$ cat src/rtl/riscv_pkg.sv
// Shared RV32I core definitions: datapath width, bubble encoding, reset PC and
// the fetch-stage state/entry types.
package riscv_pkg;

  localparam int XLEN = 32;

  localparam logic [XLEN-1:0] NOP_INST         = 32'h0000_0013;
  localparam logic [XLEN-1:0] RESET_PC_DEFAULT = 32'h0000_0000;

  // IDLE: nothing outstanding, WAIT: live request, KILL: stale request to drop.
  typedef enum logic [1:0] {
    IDLE,
    WAIT,
    KILL
  } fetch_state_e;

  typedef struct packed {
    logic [XLEN-1:0] inst;
    logic [XLEN-1:0] pc;
  } fetch_entry_t;

  function automatic logic [XLEN-1:0] align_pc(input logic [XLEN-1:0] addr);
    return addr & ~(XLEN'(3));
  endfunction

endpackage

$ cat src/rtl/fetch_stage_if.sv
// Instruction-memory request/response bus: one outstanding request,
// in-order responses at least one cycle after the grant.
interface fetch_stage_if;
  import riscv_pkg::*;

  logic            req;
  logic [XLEN-1:0] addr;
  logic            gnt;
  logic            rvalid;
  logic [XLEN-1:0] rdata;

  modport master (output req, addr, input gnt, rvalid, rdata);
  modport slave  (input req, addr, output gnt, rvalid, rdata);
endinterface

$ cat src/rtl/fetch_stage_buf.sv
// Single-entry {inst, pc} holding register that catches a response arriving
// while decode is stalled.
module fetch_buf
  import riscv_pkg::*;
(
  input  logic         clk,
  input  logic         rst_n,
  input  logic         load,
  input  logic         clear,
  input  fetch_entry_t d,
  output logic         valid,
  output fetch_entry_t q
);

  // NOTE: the payload is reset together with valid so a stale entry can never
  // carry X into IF/ID, even though valid alone already qualifies it.
  always_ff @(posedge clk or negedge rst_n) begin
    if (!rst_n) begin
      valid <= 1'b0;
      q     <= '0;
    end else if (clear) begin
      valid <= 1'b0;
    end else if (load) begin
      valid <= 1'b1;
      q     <= d;
    end
  end

endmodule

$ cat src/rtl/fetch_stage.sv
// RV32I instruction-fetch stage with IF/ID register: owns the PC, tracks the
// single outstanding imem request and drops responses made stale by a redirect.
module fetch_stage
  import riscv_pkg::XLEN, riscv_pkg::fetch_state_e, riscv_pkg::IDLE, riscv_pkg::WAIT,
         riscv_pkg::KILL, riscv_pkg::fetch_entry_t, riscv_pkg::align_pc;
#(
  parameter logic [XLEN-1:0] RESET_PC = riscv_pkg::RESET_PC_DEFAULT,
  parameter logic [XLEN-1:0] NOP_INST = riscv_pkg::NOP_INST
) (
  input  logic            clk,
  input  logic            rst_n,
  fetch_stage_if.master   imem,
  input  logic            redirect_valid,
  input  logic [XLEN-1:0] redirect_pc,
  input  logic            stall_d,
  input  logic            flush_d,
  output logic            id_valid,
  output logic [XLEN-1:0] id_inst,
  output logic [XLEN-1:0] id_pc,
  output logic [XLEN-1:0] id_pc_plus4
);

  fetch_state_e    state_q, state_d;
  logic [XLEN-1:0] pc_q, tag_pc_q;
  logic            grant, accept;
  logic            buf_load, buf_clear, buf_valid;
  fetch_entry_t    rsp_entry, buf_entry;

  // A response and the next request may share a cycle, giving 1 inst/clk
  // behind a single-cycle memory.
  assign imem.req  = rst_n && !redirect_valid && !stall_d && !buf_valid &&
                     (state_q == IDLE || imem.rvalid);
  assign imem.addr = pc_q;
  assign grant     = imem.req && imem.gnt;
  assign accept    = imem.rvalid && (state_q == WAIT);

  assign rsp_entry = '{inst: imem.rdata, pc: tag_pc_q};
  assign buf_load  = stall_d && accept && !redirect_valid && !flush_d;
  assign buf_clear = redirect_valid || flush_d || !stall_d;

  fetch_buf u_buf (
    .clk   (clk),
    .rst_n (rst_n),
    .load  (buf_load),
    .clear (buf_clear),
    .d     (rsp_entry),
    .valid (buf_valid),
    .q     (buf_entry)
  );

  // NOTE: state_d gets its default first so no path through this block
  // leaves it unassigned and infers a latch.
  always_comb begin
    state_d = state_q;
    if (redirect_valid) begin
      state_d = (state_q != IDLE && !imem.rvalid) ? KILL : IDLE;
    end else if (grant) begin
      state_d = WAIT;
    end else if (imem.rvalid && state_q != IDLE) begin
      state_d = IDLE;
    end
  end

  // NOTE: all clocked state uses non-blocking assignments so every register
  // samples pre-edge values regardless of process ordering.
  always_ff @(posedge clk or negedge rst_n) begin
    if (!rst_n) begin
      state_q  <= IDLE;
      pc_q     <= align_pc(RESET_PC);
      tag_pc_q <= '0;
    end else begin
      state_q <= state_d;
      if (redirect_valid) begin
        pc_q <= align_pc(redirect_pc);
      end else if (grant) begin
        pc_q     <= pc_q + XLEN'(4);
        tag_pc_q <= pc_q;
      end
    end
  end

  // Priority: redirect/flush bubble, then stall hold, then buffer, then response.
  always_ff @(posedge clk or negedge rst_n) begin
    if (!rst_n) begin
      id_valid    <= 1'b0;
      id_inst     <= NOP_INST;
      id_pc       <= '0;
      id_pc_plus4 <= XLEN'(4);
    end else if (redirect_valid || flush_d) begin
      id_valid <= 1'b0;
      id_inst  <= NOP_INST;
    end else if (!stall_d) begin
      if (buf_valid) begin
        id_valid    <= 1'b1;
        id_inst     <= buf_entry.inst;
        id_pc       <= buf_entry.pc;
        id_pc_plus4 <= buf_entry.pc + XLEN'(4);
      end else if (accept) begin
        id_valid    <= 1'b1;
        id_inst     <= imem.rdata;
        id_pc       <= tag_pc_q;
        id_pc_plus4 <= tag_pc_q + XLEN'(4);
      end else begin
        id_valid <= 1'b0;
        id_inst  <= NOP_INST;
      end
    end
  end

endmodule
$ cat src/flat_wrapper.sv
// flat-port wrapper written by rule: the top's interface ports become plain ports
module fetch_stage_flat import riscv_pkg::XLEN, riscv_pkg::fetch_state_e, riscv_pkg::IDLE, riscv_pkg::WAIT,
         riscv_pkg::KILL, riscv_pkg::fetch_entry_t, riscv_pkg::align_pc;
#(
  parameter logic [XLEN-1:0] RESET_PC = riscv_pkg::RESET_PC_DEFAULT,
  parameter logic [XLEN-1:0] NOP_INST = riscv_pkg::NOP_INST
)
  (clk, rst_n, redirect_valid, redirect_pc, stall_d, flush_d, id_valid, id_inst, id_pc, id_pc_plus4, imem_req, imem_addr, imem_gnt, imem_rvalid, imem_rdata);
  fetch_stage_if imem_i ();
  input  logic clk;
  input  logic rst_n;
  input  logic redirect_valid;
  input  logic [XLEN-1:0] redirect_pc;
  input  logic stall_d;
  input  logic flush_d;
  output logic id_valid;
  output logic [XLEN-1:0] id_inst;
  output logic [XLEN-1:0] id_pc;
  output logic [XLEN-1:0] id_pc_plus4;
  output wire logic [$bits(imem_i.req)-1:0] imem_req;
  output wire logic [$bits(imem_i.addr)-1:0] imem_addr;
  input wire logic [$bits(imem_i.gnt)-1:0] imem_gnt;
  input wire logic [$bits(imem_i.rvalid)-1:0] imem_rvalid;
  input wire logic [$bits(imem_i.rdata)-1:0] imem_rdata;
  assign imem_req = imem_i.req;
  assign imem_addr = imem_i.addr;
  assign imem_i.gnt = imem_gnt;
  assign imem_i.rvalid = imem_rvalid;
  assign imem_i.rdata = imem_rdata;
  fetch_stage #(.RESET_PC(RESET_PC), .NOP_INST(NOP_INST)) u_core (.clk(clk), .rst_n(rst_n), .imem(imem_i), .redirect_valid(redirect_valid), .redirect_pc(redirect_pc), .stall_d(stall_d), .flush_d(flush_d), .id_valid(id_valid), .id_inst(id_inst), .id_pc(id_pc), .id_pc_plus4(id_pc_plus4));
endmodule
$ cat config.mk
export PLATFORM = sky130hd
export DESIGN_NAME = fetch_stage_flat
export DESIGN_NICKNAME = d
export VERILOG_FILES = /design/src/rtl/riscv_pkg.sv /design/src/rtl/fetch_stage_if.sv /design/src/rtl/fetch_stage_buf.sv /design/src/rtl/fetch_stage.sv /design/src/flat_wrapper.sv
export SDC_FILE = /design/constraint.sdc
export NUM_CORES = 1
export LEC_CHECK = 0
export ABC_CLOCK_PERIOD_IN_PS = 9950
export CORE_UTILIZATION = 40
export CTS_CLUSTER_DIAMETER = 40
export DETAILED_ROUTE_END_ITERATION = 16
export PLACE_DENSITY = 0.61
export SYNTH_ARGS = -nofsm -noshare
export SYNTH_HDL_FRONTEND = slang
export SYNTH_SLANG_ARGS = --single-unit
$ cat constraint.sdc
create_clock -name clk -period 9.95 [get_ports clk]
set_input_delay 1.4925 -clock clk [delete_from_list [all_inputs] [get_ports clk]]
set_output_delay 1.4925 -clock clk [all_outputs]
set_load 0.05 [all_outputs]
Yosys cells after proc, flatten, opt, wreduce, memory -nomap -nowiden
Index checks and enable logic that the tools add are counted.
{"block": "totals", "word_cells": 67, "regBits": 228}
{"block": "classes", "n_addsub": 3, "eq_ne": 2, "muxes": 20, "bitwise": 4, "reduce_logical": 28}
{"cell": "32-bit 2-to-1 mux", "count": 10}
{"cell": "32-bit by 3-bit adder with 32-bit output, second input constant", "count": 3}
{"cell": "1-bit logical AND", "count": 11}
{"cell": "2-bit 2-to-1 mux", "count": 4}
{"cell": "2-bit nonzero test", "count": 4}
{"cell": "1-bit 2-to-1 mux", "count": 6}
{"cell": "1-bit logical NOT", "count": 5}
{"cell": "1-bit inverter", "count": 4}
{"cell": "2-bit AND reduction", "count": 2}
{"cell": "1-bit logical OR", "count": 3}
{"cell": "3-bit AND reduction", "count": 1}
{"cell": "3-bit nonzero test", "count": 1}
{"cell": "2-bit by 1-bit == test with 1-bit output, second input constant", "count": 1}
{"cell": "2-bit logical NOT", "count": 1}
{"cell": "2-bit by 1-bit inequality test with 1-bit output, second input constant", "count": 1}

Logic depth before layout (Yosys ltp)
Gate-level depths: netlist (run 1).
{"block": "depth", "ltp_word": 8, "ltp_mapped": 11, "ltp_nobuf": 7}

Modules after synthesis
Synthesis (run 1) repeated with hierarchy kept, for this count alone.
{"block": "hier_totals", "hier_cells": 958, "hier_area_um2": 10593.9}
{"module": "fetch_stage", "seq_area_each_um2": 3933.8, "area_per_inst_um2": 7860.0, "instances": 1, "cells_each": 819}
{"module": "fetch_buf", "seq_area_each_um2": 1626.6, "area_per_inst_um2": 2733.9, "instances": 1, "cells_each": 139}

Worst setup path before layout (run 1)
OpenSTA, ideal clock, no wires.
{"block": "synth_path", "path_kind": "input-to-output", "start": "input port redirect_valid", "end": "output port imem_req", "t_arrival_ns": 2.521, "path_stages": 3, "slack_ns": 5.937, "required_time_ns": 8.457, "path_buffers": 1, "cell_sequence": "clkbuf_1 nor4b_1 and2_1"}
{"block": "synth_between", "elab_chain_len": 5}
{"item": "start, declared", "line": "flat_wrapper.sv:12", "text": "input logic redirect_valid;"}
{"item": "1-bit logical NOT", "line": "fetch_stage.sv:31", "text": "assign imem.req = rst_n && !redirect_valid && !stall_d && !buf_valid &&"}
{"item": "1-bit logical AND (4 in a row)", "line": "fetch_stage.sv:31"}
{"item": "end, declared", "line": "flat_wrapper.sv:20", "text": "output wire logic [$bits(imem_i.req)-1:0] imem_req;"}
Every way passes these cells.

Final worst setup path (run 1)
Ends and elaborated chain as after synthesis.

==> reports/qor.csv, run 1 <==
metric,value,unit
clk_lat worst skew,500,ps
Nets,1264,
Clock transition at path regs,60,ps
max cap viols,0,
Worst-Margin Slew,1280,ps
Tcrit/Tclk final,0.546,
clock tree buffer depth,3,
synth unique cells,53,
clk_skew,23.9,ps
Overall Global Routing Usage,0.207,
I/O pin total,201,
worst-path cell chain,clkdlybuf4s50_1 -> buf_4 -> nor4b_1 -> and2_1 -> clkdlybuf4s50_1,
asr flop ratio synth,1.00,
DP HPWL,18000,um
CP most frequent cell,clkdlybuf4s50_1,
Final Hold Viols,0,
"CP delay by family, top",buffers and inverters,
CTS tree,done,
Rows,57,
setup ws final,4520,ps
Worst Setup Start Kind,input port,
Final Wtd Congestion,0.802,
maximum clock frequency,184,MHz
kind of critical path,in2out,
CP max stage delay,810,ps
ratio of cells with drive above 1 in the final layout,0.123,
Initial Util,0.413,
sequential area share after synthesis,0.537,
drt total wl,26800,um
Setup WS pre-CTS,4560,ps
Inserted Diodes,0,
worst path required time,8460,ps
Post-CTS Setup Bufs,0,
Rel. slew slack,0.136,
outcome,"complete, no violations",
Core Region,24600,um^2
Setup TNS Final,0,ps
worst reg2reg setup slack,6710,ps
Via density,5.38,
initial antenna violation count,0,
Port Buf Inserts,192,
Hold/Removal Path Class,reg2reg,
Mapped Area,10200,um^2
Sink Count,218,
Filler cells,2200,
total number of yosys warnings,0,
crit path DAT,3940,ps
root buf cell,clkbuf_16,
Worst Path Buf+Inv,3,
# resized after CTS,0,
CP max-delay cell,clkdlybuf4s50_1,
die footprint,26000,um^2
H-tree depth,2,
grt ovf,0,
global-route wire length before repair,43000,um
largest net degree at the start of global routing,113,
post-placement cell area,12300,um^2
"EDFF count, synth",0,
RSZ-0062 raised after global routing,false,
Mapped Cells,1011,
TritonCTS buffer count,34,
post-route ant nets,0,
synthesis-to-layout area growth,34.0,%
number of setup violations in the final report,0,
register bit total from synthesis,218,
LEAKAGE,0.00583,uW
Synth Flop Type,dfrtp_1,
Final Util,0.553,
Crit Path Max Fanout,38,
footprint of the multi-input gates,4420,um^2
DR DRC count,0,
# hold bufs at CTS,0,
min cycle time layout,5430,ps
peak supply drop,0.000109,V
die height,161,um
TritonRoute pass-1 iters,6,
pins over their slew limit,0,
final non-filler cell area,13600,um^2
register area,5460,um^2
vias,8287,
initial DRC count,612,
average wire per standard cell,17.4,um
number of global-route vias before repair,7851,
power per cell area,213,nW/um^2
post-synthesis area per instance,10.0,um^2
Setup crit end kind,primary output,
total power,2890,uW
die width,161,um
[cell usage in the layout, fill, tap and decap left out, drive strengths merged, types with 4 or more instances in the layout]
master         synthesis  routed
dfrtp                214     214
buf                   20      14
conb                   1       6
nor3                   5       5
o311ai                17      17
mux2i                 31      31
a21o                   6       6
a21oi                 16      16
and3                   4       4
nor2                  25      25
xor2                   6       6
nand2b                 4       4
clkbuf                46      39
clkdlybuf4s50          0     191
mux2                  63      63
dfstp                  4       4
nand4                 16      16
a221o                  5       5
o31ai                  8       8
o21ai                102     102
nor4                  10      10
a31oi                  6       6
a22oi                 39      39
inv                    8      13
clkinvlp               0       5
or3                    4       4
xnor2                 11      11
o31a                   6       6
nand3                 44      44
nand3b                15      15
nand2                237     237
bufinv                 0       9
o211ai                 7       7
[Yosys cell counts (all sizes together) (2+ instances only)]
cell type / instances / area share
a22oi: 39 / 0.029
o21ai: 102 / 0.050
a21oi: 16 / 0.0079
o21a: 2 / 0.0015
or4: 2 / 0.0015
a222oi: 3 / 0.0030
or3: 4 / 0.0025
or3b: 2 / 0.0017
a31oi: 6 / 0.0037
and3: 4 / 0.0025
nor4: 10 / 0.0068
a41oi: 2 / 0.0017
xor2: 6 / 0.0052
ha: 2 / 0.0025
o211ai: 7 / 0.0052
and4: 3 / 0.0026
nor2: 25 / 0.0092
nand2b: 4 / 0.0025
nand4b: 3 / 0.0041
nand3b: 15 / 0.011
nand4: 16 / 0.011
mux2: 63 / 0.070
nand3: 44 / 0.022
o31a: 6 / 0.0052
nor3: 5 / 0.0025
nand2: 237 / 0.088
a221o: 5 / 0.0049
xnor2: 11 / 0.0095
nor2b: 2 / 0.0012
and2: 3 / 0.0018
inv: 8 / 0.0030
a21o: 6 / 0.0044
o311ai: 17 / 0.015
a32o: 2 / 0.0020
mux2i: 31 / 0.031
clkbuf: 46 / 0.017
dfrtp: 214 / 0.53
o31ai: 8 / 0.0059
buf: 20 / 0.011
dfstp: 4 / 0.010
[final cells by class]
| type | instances | share of cell area |
|---|---|---|
| sequential | 218 | 0.401 |
| multi-input combinational | 724 | 0.324 |
| timing repair buffer | 205 | 0.149 |
| clock buffer | 39 | 0.0662 |
| tap | 324 | 0.0298 |
| clock inverter | 22 | 0.0272 |
| inverter | 8 | 0.00221 |
[cells by family (layout without fill, tap and decap cells)]
family          count (synthesis)  after routing  synth area share
compound gates                224            224             0.142
xor+xnor                       17             17            0.0147
fa+ha+maj                       2              2           0.00246
buf+inv                        74            274            0.0309
flops                         218            218             0.537
mux                            94             94             0.100
other cells                     1              6          0.000369
simple gates                  381            381             0.172
[per-stage QoR]
step	hold WS, ps	instances
after global routing	486	1540
after CTS	467	1540
after floorplan	450	1016
after global placement	457	1479
final	463	1540
after detailed placement	457	1479
[tightest hold or removal path, delay by kind of cell (launching register included)]
family | cells | cell delay (ps)
DFF | 1 | 360
and+or+nand+nor | 2 | 100
[sequential cells by signal, summed over array words and instances, names as in the netlist]
name,cells
u_core.id_inst,32
u_core.imem.addr,30
u_core.u_buf.valid,1
u_core.tag_pc_q,30
u_core.state_q,2
u_core.id_pc,30
u_core.id_pc_plus4,30
u_core.id_valid,1
u_core.u_buf.q,62
[power by group]
group | leakage (uW) | switching, uW | internal, uW | total, uW
Clock | 0.000605 | 431 | 890 | 1320
Combinational | 0.00234 | 312 | 179 | 491
Sequential | 0.00289 | 99.1 | 982 | 1080
[path summary, 6_finish.rpt]
check                      cells past startpoint                               from                                 end
min in group asynchronous                      1                              rst_n    u_core.imem.addr[16]$_DFFE_PN0P_
min reg2reg                                    2  u_core.id_pc_plus4[2]$_DFFE_PN1P_   u_core.id_pc_plus4[2]$_DFFE_PN1P_
max in group asynchronous                      2                              rst_n      u_core.u_buf.valid$_DFFE_PN0P_
max reg2reg                                    7     u_core.u_buf.valid$_DFFE_PN0P_  u_core.id_pc_plus4[30]$_DFFE_PN0P_
min                                            2  u_core.id_pc_plus4[2]$_DFFE_PN1P_   u_core.id_pc_plus4[2]$_DFFE_PN1P_
max                                            5                     redirect_valid                            imem_req
[layer usage]
metal / track usage / wire length [um]
met1: 0.320 / 13200
met4: 0.0635 / 612
met5: 0 / 0
met2: 0.290 / 11300
met3: 0.0375 / 1650
Note: power is estimated with default switching activity, not from simulation.
==> run 2, diff against run 1 <==
--- a/config.mk
+++ b/config.mk
@@ -5,11 +5,11 @@
 export SDC_FILE = /design/constraint.sdc
 export NUM_CORES = 1
 export LEC_CHECK = 0
-export ABC_CLOCK_PERIOD_IN_PS = 9950
+export ABC_CLOCK_PERIOD_IN_PS = 4900
 export CORE_UTILIZATION = 40
 export CTS_CLUSTER_DIAMETER = 40
 export DETAILED_ROUTE_END_ITERATION = 16
-export PLACE_DENSITY = 0.61
+export PLACE_DENSITY = 0.64
 export SYNTH_ARGS = -nofsm -noshare
 export SYNTH_HDL_FRONTEND = slang
 export SYNTH_SLANG_ARGS = --single-unit
==> constraint.sdc (replaced) <==
create_clock -name clk -period 4.9 [get_ports clk]
set_input_delay 0.735 -clock clk [delete_from_list [all_inputs] [get_ports clk]]
set_output_delay 0.735 -clock clk [all_outputs]
set_load 0.05 [all_outputs]
==> reports/qor.csv, run 2 (synthesis gave the netlist of run 1 again) <==
metric,value,unit,change
clk_lat worst skew,500,ps,about the same
clk_skew,19.8,ps,was 23.9 ps
max reg flops,62,,unchanged
die width,161,um,unchanged
met3 WL,1400,um,was 1650 um
Setup TNS Final,0,ps,unchanged
Via density,5.36,,was 5.38
Final Wtd Congestion,0.798,,was 0.802
Setup WS pre-CTS,1460,ps,was 4560 ps
H-tree depth,2,,unchanged
DR WL met2,11300,um,about the same
max layer used,met4,,unchanged
post-route ant nets,0,,unchanged
Initial Util,0.413,,unchanged
initial DRC count,685,,was 612
maximum clock frequency,288,MHz,
Tcrit/Tclk final,0.709,,
global-route wire length before repair,43500,um,was 43000 um
Inserted Diodes,0,,unchanged
number of setup violations in the final report,0,,unchanged
ratio of cells with drive above 1 in the final layout,0.128,,was 0.123
crit path DAT,3860,ps,was 3940 ps
power per cell area,420,nW/um^2,was 213 nW/um^2
Worst-Margin Slew,1030,ps,was 1280 ps
pins over their slew limit,0,,unchanged
die height,161,um,unchanged
Rel. slew slack,0.315,,was 0.136
reg2reg path depth,7,,unchanged
Overall Global Routing Usage,0.207,,about the same
Crit Path Max Fanout,78,,was 38
Largest Register,u_core.u_buf.q,,unchanged
TritonRoute pass-1 iters,6,,unchanged
drt total wl,26600,um,was 26800 um
biggest regs,"u_core.u_buf.q: 62 flops, u_core.id_inst: 32 flops",,unchanged
max cap viols,0,,unchanged
outcome,"complete, no violations",,unchanged
average wire per standard cell,17.2,um,was 17.4 um
largest net degree at the start of global routing,132,,was 113
synthesis-to-layout area growth,33.8,%,was 34.0%
number of global-route vias before repair,7864,,was 7851
clock tree buffer depth,3,,unchanged
kind of critical path,reg2reg,,was in2out
Port Buf Inserts,192,,unchanged
"commonest non-fill, non-tap cell in the layout",nand2_1,,unchanged
DP HPWL,18100,um,was 18000 um
Post-CTS Setup Bufs,0,,unchanged
Rows,57,,unchanged
die footprint,26000,um^2,unchanged
peak supply drop,0.000220,V,was 0.000109 V
Core Region,24600,um^2,unchanged
vias,8289,,was 8287
I/O pin total,201,,unchanged
most frequent cells in the layout,"237 x nand2_1, 213 x dfrtp_1, 190 x clkdlybuf4s50_1",,"was 237 x nand2_1, 213 x dfrtp_1, 191 x clkdlybuf4s50_1"
Setup crit end kind,flop,,was primary output
# hold bufs at CTS,0,,unchanged
Sink Count,218,,unchanged
TritonCTS buffer count,35,,was 34
Worst Setup Start Kind,flop,,was input port
RSZ-0062 raised after global routing,false,,unchanged
root buf cell,clkbuf_16,,unchanged
met1 WL,13200,um,about the same
min cycle time layout,3480,ps,
worst path required time,5290,ps,was 8460 ps
initial antenna violation count,0,,unchanged
setup ws final,1420,ps,was 4520 ps
Hold/Removal Path Class,in2async,,was reg2reg
CTS tree,done,,unchanged
Final Hold Viols,0,,unchanged
DR DRC count,0,,unchanged
Nets,1269,,was 1264
# resized after CTS,0,,unchanged
grt ovf,0,,unchanged
Clock transition at path regs,50,ps,was 60 ps
LEAKAGE,0.00582,uW,was 0.00583 uW
## run 2: per-layer routing
metal | vias to the layer above | GRT usage
met2 | 240 | 0.293
met4 | 0 | 0.0643
li1 | 4009 | -
met5 | - | 0
met3 | 50 | 0.0311
met1 | 3990 | 0.323
## run 2: worst paths after layout
check | from | end | slack [ps]
max | u_core.u_buf.valid$_DFFE_PN0P_ | u_core.id_pc_plus4[30]$_DFFE_PN0P_ | 1420
min reg2reg | u_core.id_pc_plus4[2]$_DFFE_PN1P_ | u_core.id_pc_plus4[2]$_DFFE_PN1P_ | 470
max reg2reg | u_core.u_buf.valid$_DFFE_PN0P_ | u_core.id_pc_plus4[30]$_DFFE_PN0P_ | 1420
min | rst_n | u_core.imem.addr[16]$_DFFE_PN0P_ | 110
max in group asynchronous | rst_n | u_core.id_pc[27]$_DFFE_PN0P_ | 3720
min in group clk | u_core.id_pc_plus4[2]$_DFFE_PN1P_ | u_core.id_pc_plus4[2]$_DFFE_PN1P_ | 470
## run 2: area by class of cell
cell class | instances | area, um^2
fillers | 2232 | 11000
flip-flops and latches | 218 | 5460
multi-input cells | 724 | 4420
repair buffers | 209 | 2060
clock buffers | 44 | 992
well taps | 324 | 405
clock inverters | 19 | 225
inverters | 8 | 30.0
## run 2: where the power goes
group          total [uW]  switching [uW]  internal, uW  leakage (uW)
combinational         996             631           364       0.00236
clock                2520             868          1650      0.000571
sequential           2200             202          2000       0.00289
## run 2: worst max-delay path: stages (launching register included)
cell,delay [ps]
dfrtp_4,1040
mux2_2,320
ha_1,210
nand4_1,160
a22oi_1,550
nand3_1,460
o31a_1,420
o31ai_1,210
## run 2: stage by stage
stage	instances	util	power, uW	hold slack (ps)	area (um^2)
5_1_grt	1546	0.553	5950	128	13600
3_3_place_gp	1483	0.503	3200	462	12400
2_1_floorplan	1016	-	2790	439	10200
4_1_cts	1546	0.553	5760	116	13600
3_5_place_dp	1483	0.503	3220	461	12400
6_report	1546	0.553	5710	108	13600
==> run 3, diff against run 2 <==
--- a/config.mk
+++ b/config.mk
@@ -5,7 +5,7 @@
 export SDC_FILE = /design/constraint.sdc
 export NUM_CORES = 1
 export LEC_CHECK = 0
-export ABC_CLOCK_PERIOD_IN_PS = 4900
+export ABC_CLOCK_PERIOD_IN_PS = 2820
 export CORE_UTILIZATION = 40
 export CTS_CLUSTER_DIAMETER = 40
 export DETAILED_ROUTE_END_ITERATION = 16
==> constraint.sdc (replaced) <==
create_clock -name clk -period 2.82 [get_ports clk]
set_input_delay 0.423 -clock clk [delete_from_list [all_inputs] [get_ports clk]]
set_output_delay 0.423 -clock clk [all_outputs]
set_load 0.05 [all_outputs]
==> reports/qor.csv, run 3 (synthesis gave the netlist of run 1 again) <==
metric,value,unit,change
clk_skew,14.8,ps,was 19.8 ps
Hold/Removal Path Class,in2async,,unchanged
Clock Power Share,0.405,,was 0.441
Logic pwr share,0.187,,was 0.174
Rows,57,,unchanged
most frequent cells in the layout,"237 x nand2_1, 213 x dfrtp_1, 190 x clkdlybuf4s50_1",,unchanged
Core Region,24600,um^2,unchanged
die width,161,um,unchanged
clock tree buffer depth,3,,unchanged
Setup crit end kind,flop,,unchanged
largest net degree at the start of global routing,169,,was 132
min cycle time layout,2610,ps,was 3480 ps
peak supply drop,0.000461,V,was 0.000220 V
DP HPWL,18700,um,was 18100 um
Sink Count,218,,unchanged
number of setup violations in the final report,0,,unchanged
Tcrit/Tclk final,0.924,,was 0.709
worst-path cell chain,buf_12 -> nand4b_4 -> a222oi_1 -> nand4_4 -> o31a_1 -> o31ai_1,,was mux2_2 -> ha_1 -> nand4_1 -> a22oi_1 -> nand3_1 -> o31a_1 -> o31ai_1
power per cell area,688,nW/um^2,was 420 nW/um^2
clk_lat worst skew,540,ps,was 500 ps
outcome,"complete, no violations",,unchanged
worst path required time,3260,ps,was 5290 ps
placed insts,1501,,was 1483
drt total wl,27000,um,was 26600 um
number of global-route vias before repair,8043,,was 7864
I/O pin total,201,,unchanged
TritonCTS buffer count,31,,was 35
CP max-delay cell,dfrtp_4,,unchanged
Initial Util,0.413,,unchanged
Clock transition at path regs,60,ps,was 50 ps
net switching share of the total power,0.316,,was 0.298
maximum clock frequency,384,MHz,was 288 MHz
DR DRC count,0,,unchanged
# resized after CTS,0,,unchanged
internal power,6400,uW,was 4010 uW
max reg flops,62,,unchanged
max cap viols,0,,unchanged
Post-CTS Setup Bufs,0,,unchanged
kind of critical path,reg2reg,,unchanged
average wire per standard cell,17.3,um,was 17.2 um
Rel. slew slack,0.376,,was 0.315
global-route wire length before repair,43500,um,about the same
initial DRC count,583,,was 685
root buf cell,clkbuf_16,,unchanged
TritonRoute pass-1 iters,6,,unchanged
Crit Path Max Fanout,28,,was 78
Largest Register,u_core.u_buf.q,,unchanged
initial antenna violation count,0,,unchanged
CP max stage delay,620,ps,was 1040 ps
LEAKAGE,0.00585,uW,was 0.00582 uW
Overall Global Routing Usage,0.207,,about the same
ratio of cells with drive above 1 in the final layout,0.140,,was 0.128
post-route ant nets,0,,unchanged
Setup TNS Final,0,ps,unchanged
grt ovf,0,,unchanged
pins over their slew limit,0,,unchanged
Worst Setup Start Kind,flop,,unchanged
sequential power share,0.408,,was 0.385
Final Hold Viols,0,,unchanged
Inserted Diodes,0,,unchanged
synthesis-to-layout area growth,33.8,%,unchanged
biggest regs,"u_core.u_buf.q: 62 flops, u_core.id_inst: 32 flops",,unchanged
crit path DAT,3050,ps,was 3860 ps
die height,161,um,unchanged
Worst-Margin Slew,936,ps,was 1030 ps
H-tree depth,1,,was 2
post-placement cell area,12600,um^2,was 12400 um^2
# hold bufs at CTS,0,,unchanged
CTS tree,done,,unchanged
Port Buf Inserts,192,,unchanged
RSZ-0062 raised after global routing,false,,unchanged
Final Wtd Congestion,0.822,,was 0.798
die footprint,26000,um^2,unchanged
Via density,5.35,,was 5.36
"commonest non-fill, non-tap cell in the layout",nand2_1,,unchanged
vias,8345,,was 8289
sw power,2960,uW,was 1700 uW
final non-filler cell area,13600,um^2,unchanged
Nets,1283,,was 1269
Non-Filler Instances,1559,,was 1546
==> run 3: changes by cell type in the layout (fill, tap and decap cells not counted), moves of 3 or more <==
cell	change
buf_4	+15
clkinvlp_4	-3
buf_12	+3
clkbuf_16	-6
inv_6	+4
==> run 3: per-layer routing <==
layer  wire [um]  global-route usage  vias to the layer above
li1            -                   -                     4024
met1       13300               0.319                     4007
met2       11900               0.310                      280
met3        1350              0.0265                       34
met4         447              0.0497                        0
met5           0                   0                        -
==> run 3: cell type report <==
cell class                 instances  area (um^2)
multi-input combinational        724         4430
tap                              324          405
clock buffer                      34          807
sequential                       218         5460
timing repair buffer             227         2240
fill                            2150        11000
clock inverter                    24          228
inverter                           8         30.0
==> run 3: critical path: cells and delay by family (launching register included) <==
kind / cells / cell delay (ps)
AO/OA/AOI/OAI: 3 / 1170
flip-flops: 1 / 620
AND/OR/NAND/NOR: 2 / 470
buffers and inverters: 1 / 220
==> run 3: stage by stage <==
stage / hold WS, ps / util / setup WS, ps / total power, uW
after floorplan: 127 / - / 8.43 / 4850
after global placement: 457 / 0.511 / 297 / 5580
after detailed placement: 459 / 0.511 / 240 / 5620
after CTS: 52.6 / 0.553 / 204 / 9450
after global routing: 82.2 / 0.553 / 73.4 / 9780
final: 32.3 / 0.553 / 214 / 9350
==> run 3: power groups by stage <==
stage | combinational [uW] | clock [uW] | sequential [uW]
6_report | 1750 | 3790 | 3810
5_1_grt | 1880 | 4030 | 3870
4_1_cts | 1760 | 3880 | 3810
3_5_place_dp | 1750 | 0 | 3860
2_1_floorplan | 550 | 0 | 4300
3_3_place_gp | 1730 | 0 | 3850
==> run 3: final timing paths <==
kind | start | slack (ps) | end | depth (start not counted)
max | u_core.u_buf.valid$_DFFE_PN0P_ | 210 | u_core.id_pc_plus4[23]$_DFFE_PN0P_ | 6
min reg2reg | u_core.id_pc_plus4[2]$_DFFE_PN1P_ | 470 | u_core.id_pc_plus4[2]$_DFFE_PN1P_ | 2
min | rst_n | 30 | u_core.tag_pc_q[25]$_DFFE_PN0P_ | 2
max reg2reg | u_core.u_buf.valid$_DFFE_PN0P_ | 210 | u_core.id_pc_plus4[23]$_DFFE_PN0P_ | 6
max in group asynchronous | rst_n | 1940 | u_core.u_buf.valid$_DFFE_PN0P_ | 2
min in group clk | redirect_pc[26] | 450 | u_core.imem.addr[26]$_DFFE_PN0P_ | 3
